<file path="config.mk">
export PLATFORM = sky130hd
export DESIGN_NAME = svi_sdram_arb_flat
export DESIGN_NICKNAME = d
export VERILOG_FILES = /design/src/rtl/svi_pkg.sv /design/src/rtl/svi_sdram_arb_if.sv /design/src/rtl/svi_arb_prio.sv /design/src/rtl/svi_sdram_arb.sv /design/src/flat_wrapper.sv
export SDC_FILE = /design/constraint.sdc
export NUM_CORES = 1
export LEC_CHECK = 0
export CAP_MARGIN = 10
export CORE_MARGIN = 4
export CORE_UTILIZATION = 44
export CTS_CLUSTER_DIAMETER = 80
export DETAILED_ROUTE_END_ITERATION = 7
export GPL_TIMING_DRIVEN = 0
export PLACE_DENSITY = 0.86
export SYNTH_ARGS = -nofsm -noshare
export SYNTH_HDL_FRONTEND = slang
export SYNTH_SLANG_ARGS = --single-unit
</file>
<file path="constraint.sdc">
create_clock -name clk_sys -period 4.7 [get_ports clk_sys]
set_clock_uncertainty 0.1 [all_clocks]
set_input_delay 0.94 -clock clk_sys [delete_from_list [all_inputs] [get_ports clk_sys]]
set_output_delay 0.94 -clock clk_sys [all_outputs]
set_load 0.01 [all_outputs]
</file>
<file path="src/rtl/svi_pkg.sv">
// Shared types and constants for the SVI SDRAM port arbiter.
package svi_pkg;

  typedef enum logic [1:0] {
    ST_IDLE  = 2'd0,
    ST_ISSUE = 2'd1,
    ST_WAIT  = 2'd2,
    ST_DONE  = 2'd3
  } arb_state_t;

  localparam logic [1:0] GNT_DL  = 2'd0;
  localparam logic [1:0] GNT_CLR = 2'd1;
  localparam logic [1:0] GNT_CPU = 2'd2;
  localparam logic [1:0] GNT_CAS = 2'd3;

  localparam logic [7:0] RD_TIMEOUT_DATA = 8'hFF;

endpackage

</file>
<file path="src/rtl/svi_sdram_arb_if.sv">
// Requester, SDRAM-controller and status signals of the arbiter.
// slave = arbiter view, master = surrounding logic (requesters + controller).
interface svi_sdram_arb_if #(
  parameter int ADDR_W = 23
);
  logic              dl_req;
  logic [ADDR_W-1:0] dl_addr;
  logic [7:0]        dl_data;
  logic              dl_ack;

  logic              clr_req;
  logic [ADDR_W-1:0] clr_addr;
  logic              clr_ack;

  logic              cpu_rd;
  logic              cpu_we;
  logic [ADDR_W-1:0] cpu_addr;
  logic [7:0]        cpu_din;
  logic [7:0]        cpu_dout;
  logic              cpu_ack;

  logic              cas_req;
  logic [ADDR_W-1:0] cas_addr;
  logic [7:0]        cas_dout;
  logic              cas_ack;
  logic              cas_rfsh_n;

  logic [ADDR_W-1:0] mem_addr;
  logic [7:0]        mem_din;
  logic              mem_rd;
  logic              mem_we;
  logic [7:0]        mem_dout;
  logic              mem_ready;

  logic [1:0]        grant;
  logic              busy;
  logic              timeout_err;

  modport slave (
    input  dl_req, dl_addr, dl_data, clr_req, clr_addr,
           cpu_rd, cpu_we, cpu_addr, cpu_din, cas_req, cas_addr, cas_rfsh_n,
           mem_dout, mem_ready,
    output dl_ack, clr_ack, cpu_dout, cpu_ack, cas_dout, cas_ack,
           mem_addr, mem_din, mem_rd, mem_we, grant, busy, timeout_err
  );

  modport master (
    output dl_req, dl_addr, dl_data, clr_req, clr_addr,
           cpu_rd, cpu_we, cpu_addr, cpu_din, cas_req, cas_addr, cas_rfsh_n,
           mem_dout, mem_ready,
    input  dl_ack, clr_ack, cpu_dout, cpu_ack, cas_dout, cas_ack,
           mem_addr, mem_din, mem_rd, mem_we, grant, busy, timeout_err
  );
endinterface

</file>
<file path="src/rtl/svi_arb_prio.sv">
// Fixed-priority pick dl > clr > cpu > cas; an aged, eligible cas jumps
// ahead of clr and cpu but never ahead of dl.
module svi_arb_prio
  import svi_pkg::*;
(
  input  logic [3:0] req,       // bit index = grant id
  input  logic       cas_ok,
  input  logic       cas_aged,
  output logic [1:0] gnt_id,
  output logic       gnt_vld
);

  logic [3:0] elig;

  assign elig = {req[GNT_CAS] & cas_ok, req[GNT_CPU], req[GNT_CLR], req[GNT_DL]};

  always_comb begin
    // NOTE: every output gets a default first so no path can infer a latch.
    gnt_id  = GNT_DL;
    gnt_vld = |elig;
    if (elig[GNT_DL])                    gnt_id = GNT_DL;
    else if (elig[GNT_CAS] && cas_aged)  gnt_id = GNT_CAS;
    else if (elig[GNT_CLR])              gnt_id = GNT_CLR;
    else if (elig[GNT_CPU])              gnt_id = GNT_CPU;
    else if (elig[GNT_CAS])              gnt_id = GNT_CAS;
  end

endmodule

</file>
<file path="src/rtl/svi_sdram_arb.sv">
// Single-transaction SDRAM port arbiter for dl / clr / cpu / cas requesters.
// Optional `SVI_CAS_WINDOW_EN: cas only eligible while cas_rfsh_n is low.
module svi_sdram_arb
  import svi_pkg::*;
#(
  parameter int ADDR_W       = 23,
  parameter int CAS_MAX_WAIT = 8,
  parameter int TIMEOUT      = 63
) (
  input  logic            clk_sys,
  input  logic            reset_n,
  svi_sdram_arb_if.slave  bus
);

  arb_state_t        state, state_nxt;
  logic [1:0]        owner;
  logic [ADDR_W-1:0] addr_q;
  logic [7:0]        data_q;
  logic              we_q;
  logic [7:0]        wait_cnt;
  logic [7:0]        cas_wait_cnt;

  logic [1:0]        pick_id;
  logic              pick_vld;
  logic              cas_ok;
  logic [ADDR_W-1:0] pick_addr;
  logic [7:0]        pick_data;
  logic              pick_we;
  logic              ready_hit;
  logic              time_hit;

`ifdef SVI_CAS_WINDOW_EN
  assign cas_ok = ~bus.cas_rfsh_n;
`else
  logic unused_rfsh;
  assign cas_ok      = 1'b1;
  assign unused_rfsh = bus.cas_rfsh_n;
`endif

  svi_arb_prio u_prio (
    .req      ({bus.cas_req, bus.cpu_rd | bus.cpu_we, bus.clr_req, bus.dl_req}),
    .cas_ok   (cas_ok),
    .cas_aged (cas_wait_cnt >= 8'(CAS_MAX_WAIT)),
    .gnt_id   (pick_id),
    .gnt_vld  (pick_vld)
  );

  // The first WAIT cycle (wait_cnt == 0) ignores mem_ready: the controller
  // has not yet captured the strobe and still reports idle.
  assign ready_hit = (state == ST_WAIT) && (wait_cnt != 8'd0) && bus.mem_ready;
  assign time_hit  = (state == ST_WAIT) && !ready_hit && (wait_cnt == 8'(TIMEOUT));

  always_ff @(posedge clk_sys) begin
    // NOTE: sequential state uses non-blocking assignments only.
    if (!reset_n) state <= ST_IDLE;
    else          state <= state_nxt;
  end

  always_comb begin
    state_nxt = state;
    unique case (state)
      ST_IDLE:  if (pick_vld) state_nxt = ST_ISSUE;
      ST_ISSUE: state_nxt = ST_WAIT;
      ST_WAIT:  if (ready_hit || time_hit) state_nxt = ST_DONE;
      ST_DONE:  state_nxt = ST_IDLE;
      default:  state_nxt = ST_IDLE;
    endcase
  end

  always_comb begin
    pick_addr = bus.dl_addr;
    pick_data = bus.dl_data;
    pick_we   = 1'b1;
    unique case (pick_id)
      GNT_CLR: begin pick_addr = bus.clr_addr; pick_data = 8'h00;       pick_we = 1'b1;       end
      GNT_CPU: begin pick_addr = bus.cpu_addr; pick_data = bus.cpu_din; pick_we = bus.cpu_we; end
      GNT_CAS: begin pick_addr = bus.cas_addr; pick_data = 8'h00;       pick_we = 1'b0;       end
      default: ;
    endcase
  end

  always_ff @(posedge clk_sys) begin
    if (!reset_n) begin
      owner        <= GNT_DL;
      addr_q       <= '0;
      data_q       <= 8'h00;
      we_q         <= 1'b0;
      wait_cnt     <= 8'd0;
      cas_wait_cnt <= 8'd0;
      bus.cpu_dout <= 8'h00;
      bus.cas_dout <= 8'h00;
      bus.timeout_err <= 1'b0;
    end else begin
      unique case (state)
        ST_IDLE: if (pick_vld) begin
          owner  <= pick_id;
          addr_q <= pick_addr;
          data_q <= pick_data;
          we_q   <= pick_we;
        end
        ST_ISSUE: wait_cnt <= 8'd0;
        ST_WAIT: begin
          wait_cnt <= wait_cnt + 8'd1;
          if (time_hit) bus.timeout_err <= 1'b1;
          // Read data is registered here so it is already stable during the ack.
          if ((ready_hit || time_hit) && !we_q) begin
            if (owner == GNT_CPU) bus.cpu_dout <= ready_hit ? bus.mem_dout : RD_TIMEOUT_DATA;
            if (owner == GNT_CAS) bus.cas_dout <= ready_hit ? bus.mem_dout : RD_TIMEOUT_DATA;
          end
        end
        ST_DONE: begin
          if (owner == GNT_CAS)
            cas_wait_cnt <= 8'd0;
          else if (bus.cas_req && cas_wait_cnt != 8'hFF)
            cas_wait_cnt <= cas_wait_cnt + 8'd1;
        end
        default: ;
      endcase
    end
  end

  always_comb begin
    bus.mem_rd  = (state == ST_ISSUE) && !we_q;
    bus.mem_we  = (state == ST_ISSUE) && we_q;
    bus.dl_ack  = (state == ST_DONE) && (owner == GNT_DL);
    bus.clr_ack = (state == ST_DONE) && (owner == GNT_CLR);
    bus.cpu_ack = (state == ST_DONE) && (owner == GNT_CPU);
    bus.cas_ack = (state == ST_DONE) && (owner == GNT_CAS);
    bus.busy    = (state != ST_IDLE);
  end

  assign bus.grant    = owner;
  assign bus.mem_addr = addr_q;
  assign bus.mem_din  = data_q;

endmodule

</file>
<file path="src/flat_wrapper.sv">
// flat-port wrapper written by rule: the top's interface ports become plain ports
module svi_sdram_arb_flat import svi_pkg::*;
#(
  parameter int ADDR_W       = 23,
  parameter int CAS_MAX_WAIT = 8,
  parameter int TIMEOUT      = 63
)
  (clk_sys, reset_n, bus_dl_req, bus_dl_addr, bus_dl_data, bus_clr_req, bus_clr_addr, bus_cpu_rd, bus_cpu_we, bus_cpu_addr, bus_cpu_din, bus_cas_req, bus_cas_addr, bus_cas_rfsh_n, bus_mem_dout, bus_mem_ready, bus_dl_ack, bus_clr_ack, bus_cpu_dout, bus_cpu_ack, bus_cas_dout, bus_cas_ack, bus_mem_addr, bus_mem_din, bus_mem_rd, bus_mem_we, bus_grant, bus_busy, bus_timeout_err);
  svi_sdram_arb_if #(.ADDR_W(ADDR_W)) bus_i ();
  input  logic clk_sys;
  input  logic reset_n;
  input wire logic [$bits(bus_i.dl_req)-1:0] bus_dl_req;
  input wire logic [$bits(bus_i.dl_addr)-1:0] bus_dl_addr;
  input wire logic [$bits(bus_i.dl_data)-1:0] bus_dl_data;
  input wire logic [$bits(bus_i.clr_req)-1:0] bus_clr_req;
  input wire logic [$bits(bus_i.clr_addr)-1:0] bus_clr_addr;
  input wire logic [$bits(bus_i.cpu_rd)-1:0] bus_cpu_rd;
  input wire logic [$bits(bus_i.cpu_we)-1:0] bus_cpu_we;
  input wire logic [$bits(bus_i.cpu_addr)-1:0] bus_cpu_addr;
  input wire logic [$bits(bus_i.cpu_din)-1:0] bus_cpu_din;
  input wire logic [$bits(bus_i.cas_req)-1:0] bus_cas_req;
  input wire logic [$bits(bus_i.cas_addr)-1:0] bus_cas_addr;
  input wire logic [$bits(bus_i.cas_rfsh_n)-1:0] bus_cas_rfsh_n;
  input wire logic [$bits(bus_i.mem_dout)-1:0] bus_mem_dout;
  input wire logic [$bits(bus_i.mem_ready)-1:0] bus_mem_ready;
  output wire logic [$bits(bus_i.dl_ack)-1:0] bus_dl_ack;
  output wire logic [$bits(bus_i.clr_ack)-1:0] bus_clr_ack;
  output wire logic [$bits(bus_i.cpu_dout)-1:0] bus_cpu_dout;
  output wire logic [$bits(bus_i.cpu_ack)-1:0] bus_cpu_ack;
  output wire logic [$bits(bus_i.cas_dout)-1:0] bus_cas_dout;
  output wire logic [$bits(bus_i.cas_ack)-1:0] bus_cas_ack;
  output wire logic [$bits(bus_i.mem_addr)-1:0] bus_mem_addr;
  output wire logic [$bits(bus_i.mem_din)-1:0] bus_mem_din;
  output wire logic [$bits(bus_i.mem_rd)-1:0] bus_mem_rd;
  output wire logic [$bits(bus_i.mem_we)-1:0] bus_mem_we;
  output wire logic [$bits(bus_i.grant)-1:0] bus_grant;
  output wire logic [$bits(bus_i.busy)-1:0] bus_busy;
  output wire logic [$bits(bus_i.timeout_err)-1:0] bus_timeout_err;
  assign bus_i.dl_req = bus_dl_req;
  assign bus_i.dl_addr = bus_dl_addr;
  assign bus_i.dl_data = bus_dl_data;
  assign bus_i.clr_req = bus_clr_req;
  assign bus_i.clr_addr = bus_clr_addr;
  assign bus_i.cpu_rd = bus_cpu_rd;
  assign bus_i.cpu_we = bus_cpu_we;
  assign bus_i.cpu_addr = bus_cpu_addr;
  assign bus_i.cpu_din = bus_cpu_din;
  assign bus_i.cas_req = bus_cas_req;
  assign bus_i.cas_addr = bus_cas_addr;
  assign bus_i.cas_rfsh_n = bus_cas_rfsh_n;
  assign bus_i.mem_dout = bus_mem_dout;
  assign bus_i.mem_ready = bus_mem_ready;
  assign bus_dl_ack = bus_i.dl_ack;
  assign bus_clr_ack = bus_i.clr_ack;
  assign bus_cpu_dout = bus_i.cpu_dout;
  assign bus_cpu_ack = bus_i.cpu_ack;
  assign bus_cas_dout = bus_i.cas_dout;
  assign bus_cas_ack = bus_i.cas_ack;
  assign bus_mem_addr = bus_i.mem_addr;
  assign bus_mem_din = bus_i.mem_din;
  assign bus_mem_rd = bus_i.mem_rd;
  assign bus_mem_we = bus_i.mem_we;
  assign bus_grant = bus_i.grant;
  assign bus_busy = bus_i.busy;
  assign bus_timeout_err = bus_i.timeout_err;
  svi_sdram_arb #(.ADDR_W(ADDR_W), .CAS_MAX_WAIT(CAS_MAX_WAIT), .TIMEOUT(TIMEOUT)) u_core (.clk_sys(clk_sys), .reset_n(reset_n), .bus(bus_i));
endmodule
</file>
==> results of run 1 <==
-- kinds of logic (layout without fill, tap and decap cells) --
logic type / count (synthesis) / after routing / synth area share [%]
adders and majority gates: 9 / 9 / 3.03
and+or+nand+nor: 128 / 128 / 17.6
muxes: 2 / 2 / 0.539
buffers and inverters: 60 / 255 / 6.91
DFF: 69 / 69 / 37.2
xor gates and xnor gates: 9 / 9 / 2.12
AOI/OAI and AO/OA: 162 / 162 / 32.6
-- metal layers --
layer	track usage [%]	vias to the layer above	share of wire (%)
met2	43.2	183	49
met3	5.14	39	7.1
met5	0	-	0
met4	12.8	0	3.8
met1	31.1	1964	40
li1	-	2033	-
-- cell usage in the layout, fill, tap and decap left out, types with 8 or more instances in the layout --
cell	synthesis	routed
a21oi_1	16	16
a221oi_1	8	8
a22o_1	14	14
buf_2	9	9
clkbuf_1	18	18
clkbuf_8	0	10
clkdlybuf4s50_1	0	179
dfxtp_1	69	69
ha_1	9	9
inv_1	27	27
nand2_1	46	46
nor2_1	27	27
o2111ai_1	16	16
o211ai_1	21	21
o21ai_0	37	37
o221a_1	8	8
o221a_2	8	8
or3_1	8	8
-- power breakdown --
group / internal (mW) / switching [mW]
clock network: 0.263 / 0.244
logic: 0.439 / 0.424
registers: 0.700 / 0.0720
-- registers in the layout, summed over array words and instances, names as in the netlist --
register	cells
u_core.bus.mem_din	8
u_core.bus.cpu_dout	8
u_core.we_q	1
u_core.state	2
u_core.bus.mem_addr	23
u_core.bus.timeout_err	1
u_core.wait_cnt	8
u_core.bus.grant	2
u_core.cas_wait_cnt	8
u_core.bus.cas_dout	8
-- layout make-up --
cell class / count / share of cell area (%)
multi-input cells: 310 / 35.5
clock buffers: 10 / 2.36
clock inverters: 6 / 1.18
plain buffers: 32 / 2.59
repair buffers: 179 / 30.7
inverters: 28 / 1.80
flip-flops and latches: 69 / 23.6
well taps: 105 / 2.25
-- tightest hold or removal path: cells and delay by family, from the launching register on --
family / cells / cell delay [ns]
flip-flops: 1 / 0.31
AND/OR/NAND/NOR: 1 / 0.05
AO/OA/AOI/OAI: 1 / 0.05
-- path summary, 6_finish.rpt --
path / startpoint / to
setup / recovery: u_core.state[0]$_SDFFE_PN0P_ / bus_cpu_ack
hold / removal: u_core.bus.mem_addr[20]$_SDFFE_PN0P_ / u_core.bus.mem_addr[20]$_SDFFE_PN0P_
setup reg to reg: u_core.state[0]$_SDFFE_PN0P_ / u_core.bus.mem_addr[5]$_SDFFE_PN0P_
hold reg to reg: u_core.bus.mem_addr[20]$_SDFFE_PN0P_ / u_core.bus.mem_addr[20]$_SDFFE_PN0P_
==> impl_metrics.yaml, run 1 <==
worst_setup_path:
  crit_cells: 4
  slowest_stage: "clkdlybuf4s50_1"
  cp.required_ns: 3.66
  slowest_delay_ns: 0.59
  path_cells: "ha_1 > clkbuf_1 > nor3b_1 > clkdlybuf4s50_1"
  worstPathArrival_ns: 2.11
  end_kind: "output pin"
  ff2ff_setup_slack_ns: 2.41
  path_max_fanout: 10
  start_kind: "flip-flop"
  path_delay_family: "buffers and inverters"
  rr_worst_depth: 9
  critPathKind: "reg2out"
  critical_path_buf_inv_count: 2
yosys:
  synth_nets: 573
  synth.top_cell.area_share_pct: 37.2
  yosysMostFrequentCell: "dfxtp_1"
  ys_async_sr_fraction_pct: 0
  synthFlopType: "dfxtp_1"
  synthTopCellsByCount: "dfxtp_1 (69), nand2_1 (46), o21ai_0 (37), inv_1 (27), nor2_1 (27)"
  syn_inst: 439
  ys_ff_latch: 69
  ys_top_cells_by_area: "dfxtp_1 (37%), o21ai_0 (5.0%), nand2_1 (4.6%)"
  syn-cell-area_sq_um: 3710
  ys_warn_count: 0
  syn_area_per_cell_sq_um: 8.46
  synth-edff-count: 0
  synth.largest_area_cell: "dfxtp_1"
  synth_seq_area_share_pct: 37.2
  ys_types: 52
drt:
  ant_nets: 0
  first_pass_iters: 4
  wl_microns: 12800
  first_iter_violations: 138
  avgViaCountPerCell: 5.71
  vias: 4219
  wl_per_cell_microns: 17.3
  route.detailed.drc: 0
floorplanning:
  die_w_microns: 99.9
  die_area_sq_um: 9970
  die_h_microns: 99.9
  ios: 182
  core-area_sq_um: 8220
  rows: 33
  start_util_pct: 45.2
layout:
  finalNetCount: 763
  multi_input_area_sq_um: 2080
  syn_to_final_growth_pct: 57.3
  fill_cells: 651
  regArea_sq_um: 1380
  postLayoutCellArea_sq_um: 5840
  fin_cells: 739
  antenna_cells: 0
  fin_util_pct: 71.1
  drive_gt1_share_pct: 7.89
worst_hold_path:
  hold_depth: 2
  min_path_type: "reg2reg"
clock_tree:
  root_buffer: "clkbuf_8"
  cts-htree-levels: 3
  post-cts-setup-buffers: 0
  cts-resized-gates: 0
  cts_tree: "yes"
  insertion_delay_ns: 0.35
  clk_pin_slew_ns: 0.08
  clock_path_buffers: 2
  cts_hold_buffers: 0
  numCtsBuffers: 9
  cts.sinks: 69
placed_design:
  portBuffers: 179
  place_congestion: 0.874
  pre_cts_ws_ns: 1.52
  dp_hpwl_microns: 10000
  placed_cells: 723
  post_dp_cell_area_sq_um: 5640
timing:
  finalSetupViolCount: 0
  fmax_mhz: 317
  fin_crit_sh_pct: 67.1
  hold_ws_ns: 0.348
  worst_pin_slew_ns: 0.958
  rsz0062_at_grt: "no"
  maxSlewViolCount: 0
  hold_violations: 0
  setup_ws_ns: 1.55
  fin_tns_setup_ns: 0
  period_needed_ns: 3.15
  slew_headroom_pct: 35.6
grt:
  gr-total-overflow: 0
  track_usage_pct: 25.6
  antenna_found_initial: 0
  grt_max_degree: 14
  grt_pass1_vias: 4334
  grt_pass1_wl_microns: 20700
power_and_ir_drop:
  leakage_nw: 2.17
  power_density_nw_per_um2: 367
  total_power_mw: 2.14
  ir_worst_vdd_mv: 0.173
outcome:
  status: "complete, no violations"
job:
  maxCapViolCount: 0
Power figures use the tool's default switching activity.
==> run 2, diff against run 1 <==
--- a/config.mk
+++ b/config.mk
@@ -7,11 +7,11 @@
 export LEC_CHECK = 0
 export CAP_MARGIN = 10
 export CORE_MARGIN = 4
-export CORE_UTILIZATION = 44
+export CORE_UTILIZATION = 37
 export CTS_CLUSTER_DIAMETER = 80
 export DETAILED_ROUTE_END_ITERATION = 7
 export GPL_TIMING_DRIVEN = 0
-export PLACE_DENSITY = 0.86
+export PLACE_DENSITY = 0.77
 export SYNTH_ARGS = -nofsm -noshare
 export SYNTH_HDL_FRONTEND = slang
 export SYNTH_SLANG_ARGS = --single-unit
==> constraint.sdc (replaced) <==
create_clock -name clk_sys -period 2.75 [get_ports clk_sys]
set_clock_uncertainty 0.1 [all_clocks]
set_input_delay 0.55 -clock clk_sys [delete_from_list [all_inputs] [get_ports clk_sys]]
set_output_delay 0.55 -clock clk_sys [all_outputs]
set_load 0.01 [all_outputs]
==> run 2 against run 1 <==
  * Wire length barely moved
  * Worst hold slack got worse by 0.0017 ns
  * Setup slack got worse by 1.4 ns
  * Sequential cell count did not move
  * Final cell count rose by 3.8%
  * Largest cell class unchanged
  * Register-to-register slack got worse by 1.9 ns
  * Highest routed layer unchanged
==> impl_metrics.yaml, run 2 (same netlist as run 1, synthesis figures left out) <==
power_and_ir_drop:
  ir_worst_vdd_mv: 0.309
  leakage_nw: 2.19
  power_density_nw_per_um2: 640
  total_power_mw: 3.78
drt:
  first_pass_iters: 4
  wl_microns: 12800
  avgViaCountPerCell: 5.44
  first_iter_violations: 147
  vias: 4171
  ant_nets: 0
  route.detailed.drc: 0
  wl_per_cell_microns: 16.7
floorplanning:
  core-area_sq_um: 9770
  die_w_microns: 108
  die_area_sq_um: 11700
  rows: 36
  die_h_microns: 108
  ios: 182
  start_util_pct: 38.0
worst_setup_path:
  path_max_fanout: 10
  end_kind: "output pin"
  worstPathArrival_ns: 1.98
  rr_worst_depth: 9
  ff2ff_setup_slack_ns: 0.48
  critPathKind: "reg2out"
  cp.required_ns: 2.10
  crit_path_start: "u_core.state[0]$_SDFFE_PN0P_"
  start_kind: "flip-flop"
  worstReg2RegStart: "u_core.state[0]$_SDFFE_PN0P_"
  reg2reg_to: "u_core.bus.mem_addr[10]$_SDFFE_PN0P_"
layout:
  syn_to_final_growth_pct: 58.9
  finalNetCount: 763
  final_cell_mix: "clkdlybuf4s50_1 (179), dfxtp_1 (69), nand2_1 (46)"
  drive_gt1_share_pct: 8.04
  antenna_cells: 0
  layout_commonest_cell: "clkdlybuf4s50_1"
  largest_reg_flops: 23
  fin_cells: 767
grt:
  gr-total-overflow: 0
  antenna_found_initial: 0
  grt_pass1_wl_microns: 19200
  track_usage_pct: 20.6
  grt_pass1_vias: 4014
  grt_max_degree: 15
clock_tree:
  numCtsBuffers: 9
  clk_pin_slew_ns: 0.08
  clock_path_buffers: 2
  cts_tree: "yes"
  insertion_delay_ns: 0.35
  post-cts-setup-buffers: 0
  cts.sinks: 69
  cts-htree-levels: 3
  cts_hold_buffers: 0
  root_buffer: "clkbuf_8"
job:
  maxCapViolCount: 0
timing:
  finalSetupViolCount: 0
  period_needed_ns: 2.63
  maxSlewViolCount: 0
  worst_pin_slew_ns: 0.911
  fmax_mhz: 380
  rsz0062_at_grt: "no"
  hold_ws_ns: 0.347
  slew_headroom_pct: 38.7
  fin_crit_sh_pct: 95.8
  hold_violations: 0
outcome:
  status: "complete, no violations"
placed_design:
  dp_hpwl_microns: 10100
  portBuffers: 179
  place_congestion: 0.848
  placed_cells: 751
worst_hold_path:
  min_path_type: "reg2reg"
  hold_start: "u_core.bus.mem_addr[20]$_SDFFE_PN0P_"
  whs_endpoint: "u_core.bus.mem_addr[20]$_SDFFE_PN0P_"
  hold_depth: 2
[run 2: changes by cell type in the layout (fill, tap and decap cells not counted)]
cell and change:
clkbuf_1 -1, inv_8 +1, clkinv_2 -1, clkbuf_8 -1, clkbuf_2 +1, bufinv_16 +1
[run 2: layout make-up]
cell class	instances	area [sq um]
fill	878	3870
sequential	69	1380
clock inverter	7	105
timing repair buffer	179	1790
buffer	32	153
multi-input combinational	310	2080
tap	133	166
clock buffer	9	124
inverter	28	105
[run 2: how the worst max path moves through the flow]
| stage | endpoint | depth (start not counted) |
|---|---|---|
| after floorplan | u_core.bus.mem_addr[22]$_SDFFE_PN0P_ | 7 |
| after global placement | u_core.bus.mem_addr[3]$_SDFFE_PN0P_ | 7 |
| after detailed placement | u_core.bus.mem_addr[10]$_SDFFE_PN0P_ | 8 |
| after CTS | bus_cpu_ack | 4 |
| after global routing | bus_cpu_ack | 4 |
| final | bus_cpu_ack | 4 |
[run 2: per-stage QoR]
| step | setup TNS [ns] | setup slack, ns | area, sq um | util (%) |
|---|---|---|---|---|
| final | 0 | 0.116 | 5900 | 60.4 |
| after global routing | 0 | 0.00118 | 5900 | 60.4 |
| after CTS | 0 | 0.108 | 5900 | 60.4 |
| after detailed placement | -0.0115 | -0.0115 | 5670 | 58.0 |
| after global placement | 0 | 0.0634 | 5670 | 58.0 |
| after floorplan | 0 | 0.838 | 3710 | - |
[run 2: timing repair]
item                       CTS  global route
resized for setup            1             0
setup endpoints to repair    1             0
hold endpoints to repair     0             0
[run 2: metal layers]
metal	global-route usage (%)	part of all wire, %	up-vias
li1	-	-	2027
met1	25.1	41	1942
met2	34.9	49	170
met3	4.66	7.3	32
met5	0	0	-
met4	8.93	3.2	0
[run 2: power by group]
| group | internal, mW | leakage, nW | switching [mW] | total [mW] |
|---|---|---|---|---|
| logic | 0.753 | 1.51 | 0.733 | 1.49 |
| clock network | 0.525 | 0.112 | 0.445 | 0.970 |
| registers | 1.20 | 0.564 | 0.126 | 1.32 |
[run 2: worst max-delay path, stage by stage, from the launching register on]
cell             delay, ns
dfxtp_1               0.40
ha_1                  0.23
clkbuf_2              0.22
nor3b_1               0.22
clkdlybuf4s50_1       0.57
==> run 3, diff against run 2 <==
--- a/config.mk
+++ b/config.mk
@@ -8,7 +8,7 @@
 export CAP_MARGIN = 10
 export CORE_MARGIN = 4
 export CORE_UTILIZATION = 37
-export CTS_CLUSTER_DIAMETER = 80
+export CTS_CLUSTER_DIAMETER = 30
 export DETAILED_ROUTE_END_ITERATION = 7
 export GPL_TIMING_DRIVEN = 0
 export PLACE_DENSITY = 0.77
==> results of run 3 <==
Same layout as run 2: the final DEF is identical, and so are final timing and power.
